**src/rtl/stage_mem.sv**
```systemverilog
// stage_mem: MIPS MEM stage, executes byte/half/word loads and stores over a req/ack data bus
module stage_mem #(
  parameter int ACK_TIMEOUT = 16
) (
  input  logic        clock,
  input  logic        reset,
  input  logic [31:0] instruction_i,
  input  logic [7:0]  operator_i,
  input  logic [31:0] operand_a_i,
  input  logic [31:0] operand_b_i,
  input  logic        reg_write_enable_i,
  input  logic [4:0]  reg_write_address_i,
  input  logic [31:0] reg_write_data_i,
  output logic        reg_write_enable_o,
  output logic [4:0]  reg_write_address_o,
  output logic [31:0] reg_write_data_o,
  output logic        mem_request,
  output logic        mem_write,
  output logic [31:0] mem_address,
  output logic [3:0]  mem_byte_enable,
  output logic [31:0] mem_write_data,
  input  logic [31:0] mem_read_data,
  input  logic        mem_ack,
  output logic        bus_error,
  output logic        stall_request
);
  localparam logic [7:0] OP_LB = 8'h20, OP_LH = 8'h21, OP_LW = 8'h23, OP_LBU = 8'h24,
                         OP_LHU = 8'h25, OP_SB = 8'h28, OP_SH = 8'h29, OP_SW = 8'h2B;
  localparam int CW = ACK_TIMEOUT > 1 ? $clog2(ACK_TIMEOUT) : 1;
  typedef enum logic [1:0] {IDLE, BUSY, DONE} state_t;
  state_t state;
  logic [31:0] ea, wdata, rdata_q, load;
  logic is_b, is_h, is_w, is_st, is_mem, mis, timeout, we_q, to_q;
  logic [3:0] be;
  logic [7:0] op_q, byte_q;
  logic [15:0] half_q;
  logic [1:0] lane_q;
  logic [4:0] rd_q;
  logic [CW-1:0] cnt;
  logic unused;
  assign unused = ^instruction_i[31:16];
  always_comb begin
    ea = operand_a_i + {{16{instruction_i[15]}}, instruction_i[15:0]};
    is_b = operator_i inside {OP_LB, OP_LBU, OP_SB};
    is_h = operator_i inside {OP_LH, OP_LHU, OP_SH};
    is_w = operator_i inside {OP_LW, OP_SW};
    is_st = operator_i inside {OP_SB, OP_SH, OP_SW};
    is_mem = is_b | is_h | is_w;
    mis = (is_h & ea[0]) | (is_w & |ea[1:0]);
    be = is_b ? 4'b0001 << ea[1:0] : is_h ? (ea[1] ? 4'b1100 : 4'b0011) : 4'b1111;
    wdata = is_b ? {4{operand_b_i[7:0]}} : is_h ? {2{operand_b_i[15:0]}} : operand_b_i;
    timeout = ACK_TIMEOUT != 0 && cnt == CW'(ACK_TIMEOUT - 1);
    byte_q = rdata_q[8*lane_q +: 8];
    half_q = lane_q[1] ? rdata_q[31:16] : rdata_q[15:0];
    load = op_q == OP_LB  ? {{24{byte_q[7]}}, byte_q} :
           op_q == OP_LBU ? {24'h0, byte_q} :
           op_q == OP_LH  ? {{16{half_q[15]}}, half_q} :
           op_q == OP_LHU ? {16'h0, half_q} : rdata_q;
    reg_write_enable_o = reset ? 1'b0 : state == DONE ? we_q :
                         state == IDLE & reg_write_enable_i & ~is_mem;
    reg_write_address_o = reset ? 5'd0 : state == DONE ? rd_q : reg_write_address_i;
    reg_write_data_o = reset ? 32'd0 : state == DONE ? load : reg_write_data_i;
    stall_request = ~reset & (state == BUSY | (state == IDLE & is_mem & ~mis));
    bus_error = ~reset & ((state == IDLE & is_mem & mis) | to_q);
  end
  // to_q carries a timeout into the DONE cycle so bus_error pulses there
  always_ff @(posedge clock or posedge reset) begin
    if (reset) begin
      state <= IDLE;
      mem_request <= 1'b0;
      mem_write <= 1'b0;
      mem_address <= 32'd0;
      mem_byte_enable <= 4'd0;
      mem_write_data <= 32'd0;
      cnt <= '0;
      op_q <= 8'd0;
      lane_q <= 2'd0;
      rd_q <= 5'd0;
      we_q <= 1'b0;
      to_q <= 1'b0;
      rdata_q <= 32'd0;
    end else begin
      case (state)
        IDLE: begin
          to_q <= 1'b0;
          if (is_mem & ~mis) begin
            state <= BUSY;
            mem_request <= 1'b1;
            mem_write <= is_st;
            mem_address <= {ea[31:2], 2'b00};
            mem_byte_enable <= be;
            mem_write_data <= is_st ? wdata : 32'd0;
            op_q <= operator_i;
            lane_q <= ea[1:0];
            rd_q <= reg_write_address_i;
            we_q <= reg_write_enable_i & ~is_st;
            cnt <= '0;
          end
        end
        BUSY: begin
          if (mem_ack) begin
            mem_request <= 1'b0;
            rdata_q <= mem_read_data;
            state <= DONE;
          end else if (timeout) begin
            mem_request <= 1'b0;
            we_q <= 1'b0;
            to_q <= 1'b1;
            state <= DONE;
          end else cnt <= cnt + CW'(1);
        end
        DONE: begin
          to_q <= 1'b0;
          state <= IDLE;
        end
        default: state <= IDLE;
      endcase
    end
  end
endmodule

```
**config.mk**
```make
export PLATFORM = sky130hd
export DESIGN_NAME = stage_mem
export DESIGN_NICKNAME = d
export VERILOG_FILES = /design/src/rtl/stage_mem.sv
export SDC_FILE = /design/constraint.sdc
export NUM_CORES = 1
export LEC_CHECK = 0
export ABC_AREA = 1
export CORE_ASPECT_RATIO = 1.25
export CORE_MARGIN = 10
export CORE_UTILIZATION = 52
export CTS_BUF_LIST = sky130_fd_sc_hd__clkbuf_4
export CTS_CLUSTER_DIAMETER = 100
export CTS_CLUSTER_SIZE = 24
export DETAILED_ROUTE_END_ITERATION = 10
export MAX_ROUTING_LAYER = met4
export PLACE_DENSITY = 0.89
export SETUP_SLACK_MARGIN = 0.05
export SYNTH_ARGS = -nofsm -noshare
export SYNTH_HDL_FRONTEND = slang
export SYNTH_SLANG_ARGS = --single-unit
```
**constraint.sdc**
```tcl
create_clock -name clock -period 16.1 [get_ports clock]
set_clock_uncertainty 0.2 [all_clocks]
set_input_delay 2.415 -clock clock [delete_from_list [all_inputs] [get_ports clock]]
set_output_delay 2.415 -clock clock [all_outputs]
set_load 0.02 [all_outputs]
```
## Word level (Yosys, flattened, before mapping)

Index checks and enable logic that the tools add are counted.

| word-level totals | value |
|---|---|
| bits in registers | 123 |
| bits in latches | 0 |
| bits in writable memories | 0 |
| memory bits (read-only) | 0 |
| bits of input ports | 177 |
| output and inout port bits | 110 |
| word-level logic and storage cells | 108 |
| memories | 0 |

| operators by class | value |
|---|---|
| $add $sub $neg | 2 |
| multipliers | 0 |
| divide/modulo/power cells | 0 |
| $lt $le $gt $ge | 0 |
| equal/unequal tests | 20 |
| shift-type cells | 2 |
| mux-type cells | 35 |
| bitwise gates (word level) | 20 |
| reduce and logical (&&, ||, !) cells | 16 |

Operator list:

| operator | number |
|---|---|
| 2-to-1 mux 32 bit | 9 |
| equality test 8 x 6 -> 1 bit (second input constant) | 12 |
| adder 32 bit | 1 |
| variable part select 32 x 6 -> 8 bit | 1 |
| 2-to-1 mux 4 bit | 6 |
| 2-to-1 mux 16 bit | 1 |
| AND 1 bit | 11 |
| 2-to-1 mux 5 bit | 2 |
| 2-to-1 mux 1 bit | 9 |
| nonzero test 3 bit | 3 |
| case mux 4 bit (2 select lines) | 1 |
| AND reduction 4 bit | 2 |
| 2-to-1 mux 2 bit | 3 |
| inequality test 2 bit (second input constant) | 3 |
| case mux 1 bit (2 select lines) | 3 |
| AND reduction 2 bit | 3 |
| AND reduction 3 bit | 2 |
| nonzero test 2 bit | 3 |
| bitwise OR 1 bit | 5 |
| adder 4 x 1 -> 4 bit (second input constant) | 1 |
| equality test 4 bit (second input constant) | 1 |
| inverter 1 bit | 4 |
| case mux 2 bit (2 select lines) | 1 |
| OR reduction 2 bit | 2 |
| 6 further kinds | 6 |

## Depth between registers and ports, before layout

Gate-level depths: netlist of the first run.

| logic depth | value |
|---|---|
| depth in word-level cells | 8 |
| gate-level depth with buffers | 14 |
| depth with buffers taken out | 14 |

## Least setup slack after synthesis of the first run

Ideal clock, no wire load.

| path | value |
|---|---|
| path kind | input -> output |
| start point | input reset |
| end point | output reg_write_data_o[21] |
| arrival time | 7364 ps |
| required time | 13485 ps |
| slack | 6121 ps |
| stages | 5 |
| buffers on the path | 2 |
| cells stage by stage | inv_1 -> clkbuf_1 -> clkbuf_1 -> o21ai_0 -> a21oi_1 |

| between the ends | value |
|---|---|
| cells in the longest elaborated chain, start to end | 1 |

Ends and longest elaborated chain:

| what | RTL line | RTL |
|---|---|---|
| from (decl) | 6 | `input logic reset,` |
| 2-to-1 mux 32 bit | 62 | `reg_write_data_o = reset ? 32'd0 : state == DONE ? load : reg_write_data_i;` |
| to (decl) | 16 | `output logic [31:0] reg_write_data_o,` |

Every way passes these cells.

## Worst setup path after layout of the first run

| path | value |
|---|---|
| start point | input instruction_i[0] |
| end point | output stall_request |

| between the ends | value |
|---|---|
| cells in the longest elaborated chain, start to end | 8 |
| elaborated cells on any way between the ends | 9 |
| those cells by class | add/sub: 1; bitwise: 7; reduce/logical: 1 |

Ends and longest elaborated chain:

| what | RTL line | RTL |
|---|---|---|
| from (decl) | 7 | `input logic [31:0] instruction_i,` |
| adder 32 bit (*) | 43 | `ea = operand_a_i + {{16{instruction_i[15]}}, instruction_i[15:0]};` |
| OR reduction 2 bit | 49 | `mis = (is_h & ea[0]) \| (is_w & \|ea[1:0]);` |
| AND 1 bit | 49 |  |
| bitwise OR 1 bit (*) | 49 |  |
| inverter 1 bit (*) | 63 | `stall_request = ~reset & (state == BUSY \| (state == IDLE & is_mem & ~mis));` |
| AND 1 bit (*) | 63 |  |
| bitwise OR 1 bit (*) | 63 |  |
| AND 1 bit (*) | 63 |  |
| to (decl) | 25 | `output logic stall_request` |

Mark *: on every way between the ends. The rest lies on a longest branch, timed or not.

==> results of run 1 <==
==> cells by family after synthesis <==
logic type,synth area share
adders and majority gates,0.0472
buffers and inverters,0.115
AOI/OAI and AO/OA,0.146
other,0.000421
xor gates and xnor gates,0.0148
and+or+nand+nor,0.330
DFF,0.346
muxes,0.00112
==> worst paths after layout <==
kind / endpoint / start / cells past startpoint
max: stall_request / instruction_i[0] / 11
min: op_q[1] / op_q[1] / 2
max reg2reg: cnt[3] / state[0] / 8
min reg2reg: op_q[1] / op_q[1] / 2
max in group asynchronous: mem_address[13] / reset / 3
min in group asynchronous: rdata_q[21] / reset / 2
==> cells in the final DEF, fill, tap and decap left out, types with 32 or more instances in the layout <==
| master | Yosys | routed |
|---|---|---|
| ha_1 | 32 | 32 |
| clkdlybuf4s50_1 | 0 | 268 |
| a21oi_1 | 83 | 83 |
| inv_1 | 183 | 182 |
| nand2_1 | 520 | 520 |
| nor2_1 | 76 | 76 |
| nand3_1 | 61 | 61 |
| o21ai_0 | 132 | 132 |
| dfrtp_1 | 123 | 123 |
==> metal layers <==
metal	up-vias	GRT usage	wire length (um)
met4	0	0.114	1260
met5	-	-	0
li1	4804	-	-
met1	4379	0.296	11900
met2	378	0.472	15500
met3	61	0.0760	2720
==> per-stage QoR <==
step / area, um^2 / utilization
2_1_floorplan: 8910 / -
3_3_place_gp: 11600 / 0.689
3_5_place_dp: 11600 / 0.689
4_1_cts: 11900 / 0.707
5_1_grt: 11900 / 0.708
6_report: 11900 / 0.708
==> final cells by class <==
| class | count | area, um^2 | area share |
|---|---|---|---|
| clock buffers | 18 | 135 | 0.0113 |
| repair buffers | 272 | 2710 | 0.228 |
| inverters | 193 | 732 | 0.0614 |
| flip-flops and latches | 123 | 3080 | 0.258 |
| multi-input cells | 1008 | 4810 | 0.404 |
| diodes | 3 | 7.51 | 0.000630 |
| clock inverters | 13 | 169 | 0.0142 |
| well taps | 220 | 275 | 0.0231 |
==> flip-flops by register name, summed over array words and instances (netlist names), 4 cells and up <==
name / count
mem_write_data: 32
mem_byte_enable: 4
mem_address: 30
rd_q: 5
op_q: 8
cnt: 4
rdata_q: 32
==> synth_stat cells, drive strengths merged <==
master	number	area (um^2)
a21o	1	7.51
a21oi	85	433
a41oi	1	8.76
buf	28	203
clkbuf	25	93.8
conb	1	3.75
dfrtp	123	3080
fa	1	20.0
ha	32	400
inv	193	727
mux2i	1	10.0
nand2	537	2080
nand3	64	335
nand3b	5	37.5
nand4	8	50.1
nor2	85	379
nor3	6	41.3
o211ai	10	75.1
o21ai	150	751
o21bai	3	22.5
or2	2	12.5
xnor2	14	123
xor2	1	8.76
==> report_power, final <==
part | total, mW | internal [mW] | switching, mW
clock network | 0.240 | 0.110 | 0.129
registers | 0.467 | 0.395 | 0.0726
logic | 0.547 | 0.230 | 0.317
total | 1.25 | 0.735 | 0.519
==> critical path: stages <==
cell and delay (ns):
clkdlybuf4s50_1 0.53, ha_1 0.19, inv_1 0.06, fa_1 0.64, nand2_1 0.12, nand2_1 0.12
nand2_4 0.09, inv_2 0.07, nand2_4 0.52, a21oi_2 0.30, clkdlybuf4s50_1 0.63
==> flow_metrics.tcl, run 1 <==
set metrics [dict create \
    hold_buffers 0 \
    maxCapViolations 0 \
    clock.fmax_mhz 120 \
    hold_viol_final 0 \
    place.gp.congestion 0.983 \
    hold_slack_ns 0.282 \
    setup-tns-final_ns 0 \
    grtUsageTotal 0.278 \
    fp.dieH_um 166 \
    maxSlewViolCount 0 \
    crit_arrival_ns 5.72 \
    detailedPlace.worstSlack_ns 7.78 \
    antenna_found_initial 3 \
    r2r_slack_ns 13.71 \
    tightest_slew_ns 1.05 \
    cp.required_ns 13.49 \
    vias 9622 \
    routed_wl_um 31400 \
    cp_max_fo 98 \
    syn_area_um2 8900 \
    ant_nets 0 \
    initial_core_util 0.529 \
    nets 1825 \
    cts-resized-gates 0 \
    die_w_um 137 \
    cts_buffer_depth 2 \
    root_buffer "clkbuf_4" \
    power_leakage_nw 6.09 \
    slew-limit-headroom 0.301 \
    drtIter0Drc 619 \
    totalPowerFinal_mw 1.25 \
    yosysSeqAreaShare 0.346 \
    die_area_um2 22800 \
    grt_pass1_wl_um 49100 \
    startpoint_type "input pin" \
    dr.pass1.iters 5 \
    min_period_ns 8.34 \
    worstSetupPathType "in2out" \
    dp_cells 1816 \
    cts_sinks 123 \
    io_buffers 268 \
    core_um2 16800 \
    power_density_nw_per_um2 105 \
    areaGrowthSynthToFinish_pct 33.9 \
    grt_max_degree 100 \
    drive_gt1_frac 0.0486 \
    ys_ff_latch 123 \
    irDropWorstVdd_mv 0.0637 \
    wl_per_cell_um 17.0 \
    pin_count 287 \
    yosysWarnings 0 \
    cts_buffers 17 \
    h-tree-depth 4 \
    drcViolationCount 0 \
    min_path_type "reg2reg" \
    grt_pass1_vias 9458 \
    worstSkewPairLatency_ns 0.55 \
    setup_viol 0 \
    layout_setup_ws_ns 7.76 \
    cts_tree "done" \
    grt_setup_unrepaired "false" \
    row_count 53 \
    synth.avg_cell_area_um2 6.47 \
    fillers 1477 \
    end_kind "primary output" \
    period_share 0.518 \
    grt_overflow 0 \
    vias_per_cell 5.20 \
    postCtsSetupBuffers 0 \
    path_clk_slew_ns 0.10 \
    post-dp-hpwl_um 24700 \
    status "completed" \
    ys_types 36 \
    syn_inst 1376 \
    stdcell_count 1850 \
]
Power figures use the tool's default switching activity.
==> run 2: changes to the inputs <==
--- a/config.mk
+++ b/config.mk
@@ -8,13 +8,13 @@
 export ABC_AREA = 1
 export CORE_ASPECT_RATIO = 1.25
 export CORE_MARGIN = 10
-export CORE_UTILIZATION = 52
+export CORE_UTILIZATION = 44
 export CTS_BUF_LIST = sky130_fd_sc_hd__clkbuf_4
 export CTS_CLUSTER_DIAMETER = 100
 export CTS_CLUSTER_SIZE = 24
 export DETAILED_ROUTE_END_ITERATION = 10
 export MAX_ROUTING_LAYER = met4
-export PLACE_DENSITY = 0.89
+export PLACE_DENSITY = 0.8
 export SETUP_SLACK_MARGIN = 0.05
 export SYNTH_ARGS = -nofsm -noshare
 export SYNTH_HDL_FRONTEND = slang
==> constraint.sdc (replaced) <==
create_clock -name clock -period 7.3 [get_ports clock]
set_clock_uncertainty 0.2 [all_clocks]
set_input_delay 1.095 -clock clock [delete_from_list [all_inputs] [get_ports clock]]
set_output_delay 1.095 -clock clock [all_outputs]
set_load 0.02 [all_outputs]
==> run 2 against run 1 <==
Power rose by 120%. Cell count rose by 2.7%. Sequential power rose by 120%. Non-clock buffer count did not move. Sequential share of layout area fell by 0.11 points. Register-to-register slack got worse by 8.8 ns. Worst hold slack got worse by 0.0033 ns. Clock power rose by 110%. Global-route usage fell by 3.6 points. Combinational power rose by 120%. Largest power group unchanged. Highest routed layer unchanged.
==> flow_metrics.tcl, run 2 (synthesis results as in run 1) <==
set metrics [dict create \
    status "completed" \
    vias_per_cell 5.09 \
    clock.fmax_mhz 199 \
    period_share 0.687 \
    post-route-cell-area_um2 12000 \
    setup-tns-final_ns 0 \
    drcViolationCount 0 \
    hold_viol_final 0 \
    nets 1825 \
    grtUsageTotal 0.242 \
    irDropWorstVdd_mv 0.169 \
    end_kind "primary output" \
    vias 9678 \
    place_area_um2 11700 \
    drtIter0Drc 603 \
    power_density_nw_per_um2 229 \
    cp.required_ns 6.00 \
    maxSlewViolCount 0 \
    power_leakage_nw 6.08 \
    setup_viol 0 \
    cts_buffer_depth 2 \
    pin_count 287 \
    row_count 58 \
    mostFrequentLayoutCells "nand2_1 (520), clkdlybuf4s50_1 (268), inv_1 (182)" \
    worstSkewPairLatency_ns 0.54 \
    wl_per_cell_um 16.6 \
    die_w_um 147 \
    place.gp.congestion 0.962 \
    root_buffer "clkbuf_4" \
    cts_sinks 123 \
    h-tree-depth 4 \
    cts_buffers 17 \
    initial_core_util 0.445 \
    dr.pass1.iters 5 \
    startpoint "reset" \
    areaGrowthSynthToFinish_pct 34.5 \
    die_area_um2 26400 \
    fillers 1946 \
    worstSetupEndpoint "reg_write_data_o[6]" \
    ant_nets 0 \
    cts-resized-gates 0 \
    min_path_type "reg2reg" \
    path_clk_slew_ns 0.11 \
    io_buffers 268 \
    antenna_found_initial 2 \
    postCtsSetupBuffers 0 \
    post-dp-hpwl_um 24700 \
    worstSetupPathType "in2out" \
    grt_pass1_wl_um 49500 \
    min_period_ns 5.01 \
    crit_arrival_ns 3.72 \
    routed_wl_um 31400 \
    grt_overflow 0 \
    startpoint_type "input pin" \
    core_um2 20000 \
    final_common_cell "nand2_1" \
    cp_max_fo 90 \
    maxCapViolations 0 \
    tightest_slew_ns 1.21 \
    grt_max_degree 98 \
    cts_tree "done" \
    reg2reg_to "rdata_q[5]" \
    grt_setup_unrepaired "false" \
    reg_top3 "mem_write_data x32, rdata_q x32, mem_address x30" \
    slew-limit-headroom 0.191 \
    drive_gt1_frac 0.0498 \
    fp.dieH_um 179 \
    r2r-start "state[0]" \
    hold_buffers 0 \
    grt_pass1_vias 9567 \
    r2r_cells 5 \
    r2r_slack_ns 4.94 \
]
[run 2: critical path: stages]
cell and delay, ns:
clkdlybuf4s50_1 0.79, inv_6 0.72, o21ai_0 0.20, a21oi_1 0.19, clkdlybuf4s50_1 0.64
[run 2: how the worst min path moves through the flow]
| stage | from | end | cells after the start |
|---|---|---|---|
| after global routing | op_q[3] | op_q[3] | 2 |
| after global placement | op_q[5] | op_q[5] | 1 |
| after detailed placement | op_q[5] | op_q[5] | 1 |
| after CTS | op_q[5] | op_q[5] | 1 |
| after floorplan | op_q[5] | op_q[5] | 1 |
| final | op_q[5] | op_q[5] | 1 |
[run 2: routing by layer]
layer,vias up,track usage,part of all wire
li1,4800,-,-
met1,4391,0.267,0.40
met2,382,0.394,0.47
met3,105,0.0616,0.072
met4,0,0.136,0.055
met5,-,-,0
[run 2: power breakdown]
group	internal (mW)	switching (mW)
logic	0.509	0.689
clock network	0.215	0.298
registers	0.870	0.159
[run 2: cell type report]
type | instances | area, um^2 | area share
diodes | 2 | 5.00 | 0.000418
clock buffers | 18 | 135 | 0.0113
clock inverters | 14 | 160 | 0.0134
inverters | 193 | 732 | 0.0611
multi-input cells | 1008 | 4810 | 0.402
flip-flops and latches | 123 | 3080 | 0.257
well taps | 270 | 338 | 0.0282
repair buffers | 272 | 2710 | 0.227
[run 2: per-stage QoR]
stage | instances | hold WS (ns) | util | worst slack, ns | power (mW)
detailed placement | 1866 | 0.254 | 0.583 | 2.29 | 2.24
global route | 1900 | 0.300 | 0.598 | 2.02 | 2.94
CTS | 1898 | 0.283 | 0.597 | 2.27 | 2.76
finish | 1900 | 0.279 | 0.598 | 2.29 | 2.74
global placement | 1866 | 0.252 | 0.583 | 2.31 | 2.22
floorplan | 1377 | 0.240 | - | 2.14 | 1.71
==> run 3: changes to the inputs <==
==> constraint.sdc (replaced) <==
create_clock -name clock -period 4.6 [get_ports clock]
set_clock_uncertainty 0.2 [all_clocks]
set_input_delay 0.69 -clock clock [delete_from_list [all_inputs] [get_ports clock]]
set_output_delay 0.69 -clock clock [all_outputs]
set_load 0.02 [all_outputs]
==> run 3 against run 2 <==
Power rose by 56%. Routed wire length fell by 0.39%. First-iteration DRC count fell by 3.6%. Combinational power rose by 58%. Largest power group unchanged.
==> flow_metrics.tcl, run 3 (synthesis results as in run 1) <==
set metrics [dict create \
    status "completed" \
    grtUsageTotal 0.244 \
    core_um2 20000 \
    postCtsSetupBuffers 0 \
    die_area_um2 26400 \
    power_leakage_nw 6.09 \
    row_count 58 \
    hold_viol_final 0 \
    maxSlewViolCount 0 \
    cts_buffer_depth 2 \
    drtIter0Drc 581 \
    crit_family "compound AO/OA/AOI/OAI gates" \
    layout_setup_ws_ns 0.348 \
    pin_count 287 \
    hold_end "op_q[5]" \
    areaGrowthSynthToFinish_pct 34.6 \
    ant_nets 0 \
    worstSkewPairLatency_ns 0.56 \
    fp.dieH_um 179 \
    min_path_type "reg2reg" \
    hold_buffers 0 \
    cp.required_ns 3.71 \
    initial_core_util 0.445 \
    cts_buffers 17 \
    crit_path_frequent_cell "o21ai_0" \
    drcViolationCount 0 \
    io_buffers 268 \
    crit_arrival_ns 3.36 \
    cp_max_fo 17 \
    startpoint_type "flop" \
    routed_wl_um 31300 \
    post-dp-hpwl_um 24700 \
    power_density_nw_per_um2 357 \
    detailedPlace.worstSlack_ns 0.496 \
    irDropWorstVdd_mv 0.268 \
    vias_per_cell 5.01 \
    maxCapViolations 0 \
    setup-tns-final_ns 0 \
    cp_slowest_stage_delay_ns 0.67 \
    r2r_cells 9 \
    worstSetupPathType "reg2out" \
    min_period_ns 4.25 \
    clock.fmax_mhz 235 \
    die_w_um 147 \
    r2r-start "state[1]" \
    worstPathCellList "o21ai_0, o21ai_0, nand2_2, inv_1, nor2_4, nand2_1, a21oi_1, clkdlybuf4s50_1" \
    grt_max_degree 98 \
    slew-limit-headroom 0.211 \
    vias 9548 \
    crit_buf_inv 2 \
    cts_sinks 123 \
    path_clk_slew_ns 0.10 \
    final_common_cell "nand2_1" \
    tightest_slew_ns 1.18 \
    reg_top3 "mem_write_data x32, rdata_q x32, mem_address x30" \
    dr.pass1.iters 4 \
    reg2reg_to "cnt[1]" \
    worstHoldPathCells 1 \
    period_share 0.924 \
    r2r_slack_ns 2.28 \
    wl_per_cell_um 16.4 \
    cpMaxStageDelayCell "clkdlybuf4s50_1" \
    setup_viol 0 \
    drive_gt1_frac 0.0539 \
    grt_pass1_vias 9740 \
    root_buffer "clkbuf_4" \
    grt_setup_unrepaired "false" \
    mostFrequentLayoutCells "nand2_1 (519), clkdlybuf4s50_1 (268), inv_1 (182)" \
    grt_overflow 0 \
    end_kind "primary output" \
    h-tree-depth 4 \
    place.gp.congestion 1.05 \
    grt_pass1_wl_um 50000 \
    cts_tree "done" \
    antenna_found_initial 2 \
    nets 1831 \
    min_from "op_q[5]" \
]
[run 3: timing repair]
item | 4_1_cts | 5_1_grt
gates resized for setup | 0 | 3
endpoints found under the hold margin | 0 | 0
endpoints found under the setup margin | 0 | 21
[run 3: how the worst max path moves through the flow]
stage | start | end | slack, ns | depth (start not counted)
after global placement | instruction_i[0] | stall_request | 0.50 | 11
after floorplan | reset | reg_write_data_o[21] | 0.25 | 5
final | lane_q[1] | reg_write_data_o[30] | 0.35 | 8
after CTS | op_q[3] | reg_write_data_o[18] | 0.19 | 9
after global routing | op_q[3] | reg_write_data_o[16] | 0.06 | 9
after detailed placement | operand_a_i[0] | cnt[2] | 0.50 | 14
[run 3: report_power, final]
part           switching, mW  internal (mW)  total, mW
Combinational           1.09          0.810       1.90
Clock                  0.440          0.290      0.730
Sequential             0.260           1.38       1.64
Total                   1.79           2.48       4.28
[run 3: layout make-up]
cell class              instances  area (um^2)
well taps                     270          338
fillers                      1923         8050
flip-flops and latches        123         3080
multi-input cells            1008         4810
clock inverters                11         97.6
repair buffers                278         2760
clock buffers                  21          158
inverters                     193          732
diodes                          2         5.00
[run 3: worst register-to-register path, delay by kind of cell (launching register included)]
| kind | cells | cell delay [ns] |
|---|---|---|
| flops | 1 | 0.39 |
| buf+inv | 3 | 0.94 |
| simple gates | 6 | 0.72 |
[run 3: metrics by stage]
stage | utilization | power, mW | instance area (um^2) | hold WS, ns | std cells
2_1_floorplan | - | 2.71 | 8910 | 0.240 | 1377
3_3_place_gp | 0.585 | 3.52 | 11700 | 0.251 | 1872
5_1_grt | 0.598 | 4.60 | 12000 | 0.303 | 1906
6_report | 0.598 | 4.28 | 12000 | 0.286 | 1906
3_5_place_dp | 0.585 | 3.55 | 11700 | 0.259 | 1872
4_1_cts | 0.598 | 4.30 | 12000 | 0.284 | 1904
[run 3: metal layers]
layer  track usage  routed length (um)  vias to the layer above
met1         0.266               12400                     4326
met5             -                   0                        -
met3        0.0591                2290                       83
met4         0.120                1440                        0
met2         0.413               15200                      335
li1              -                   -                     4804
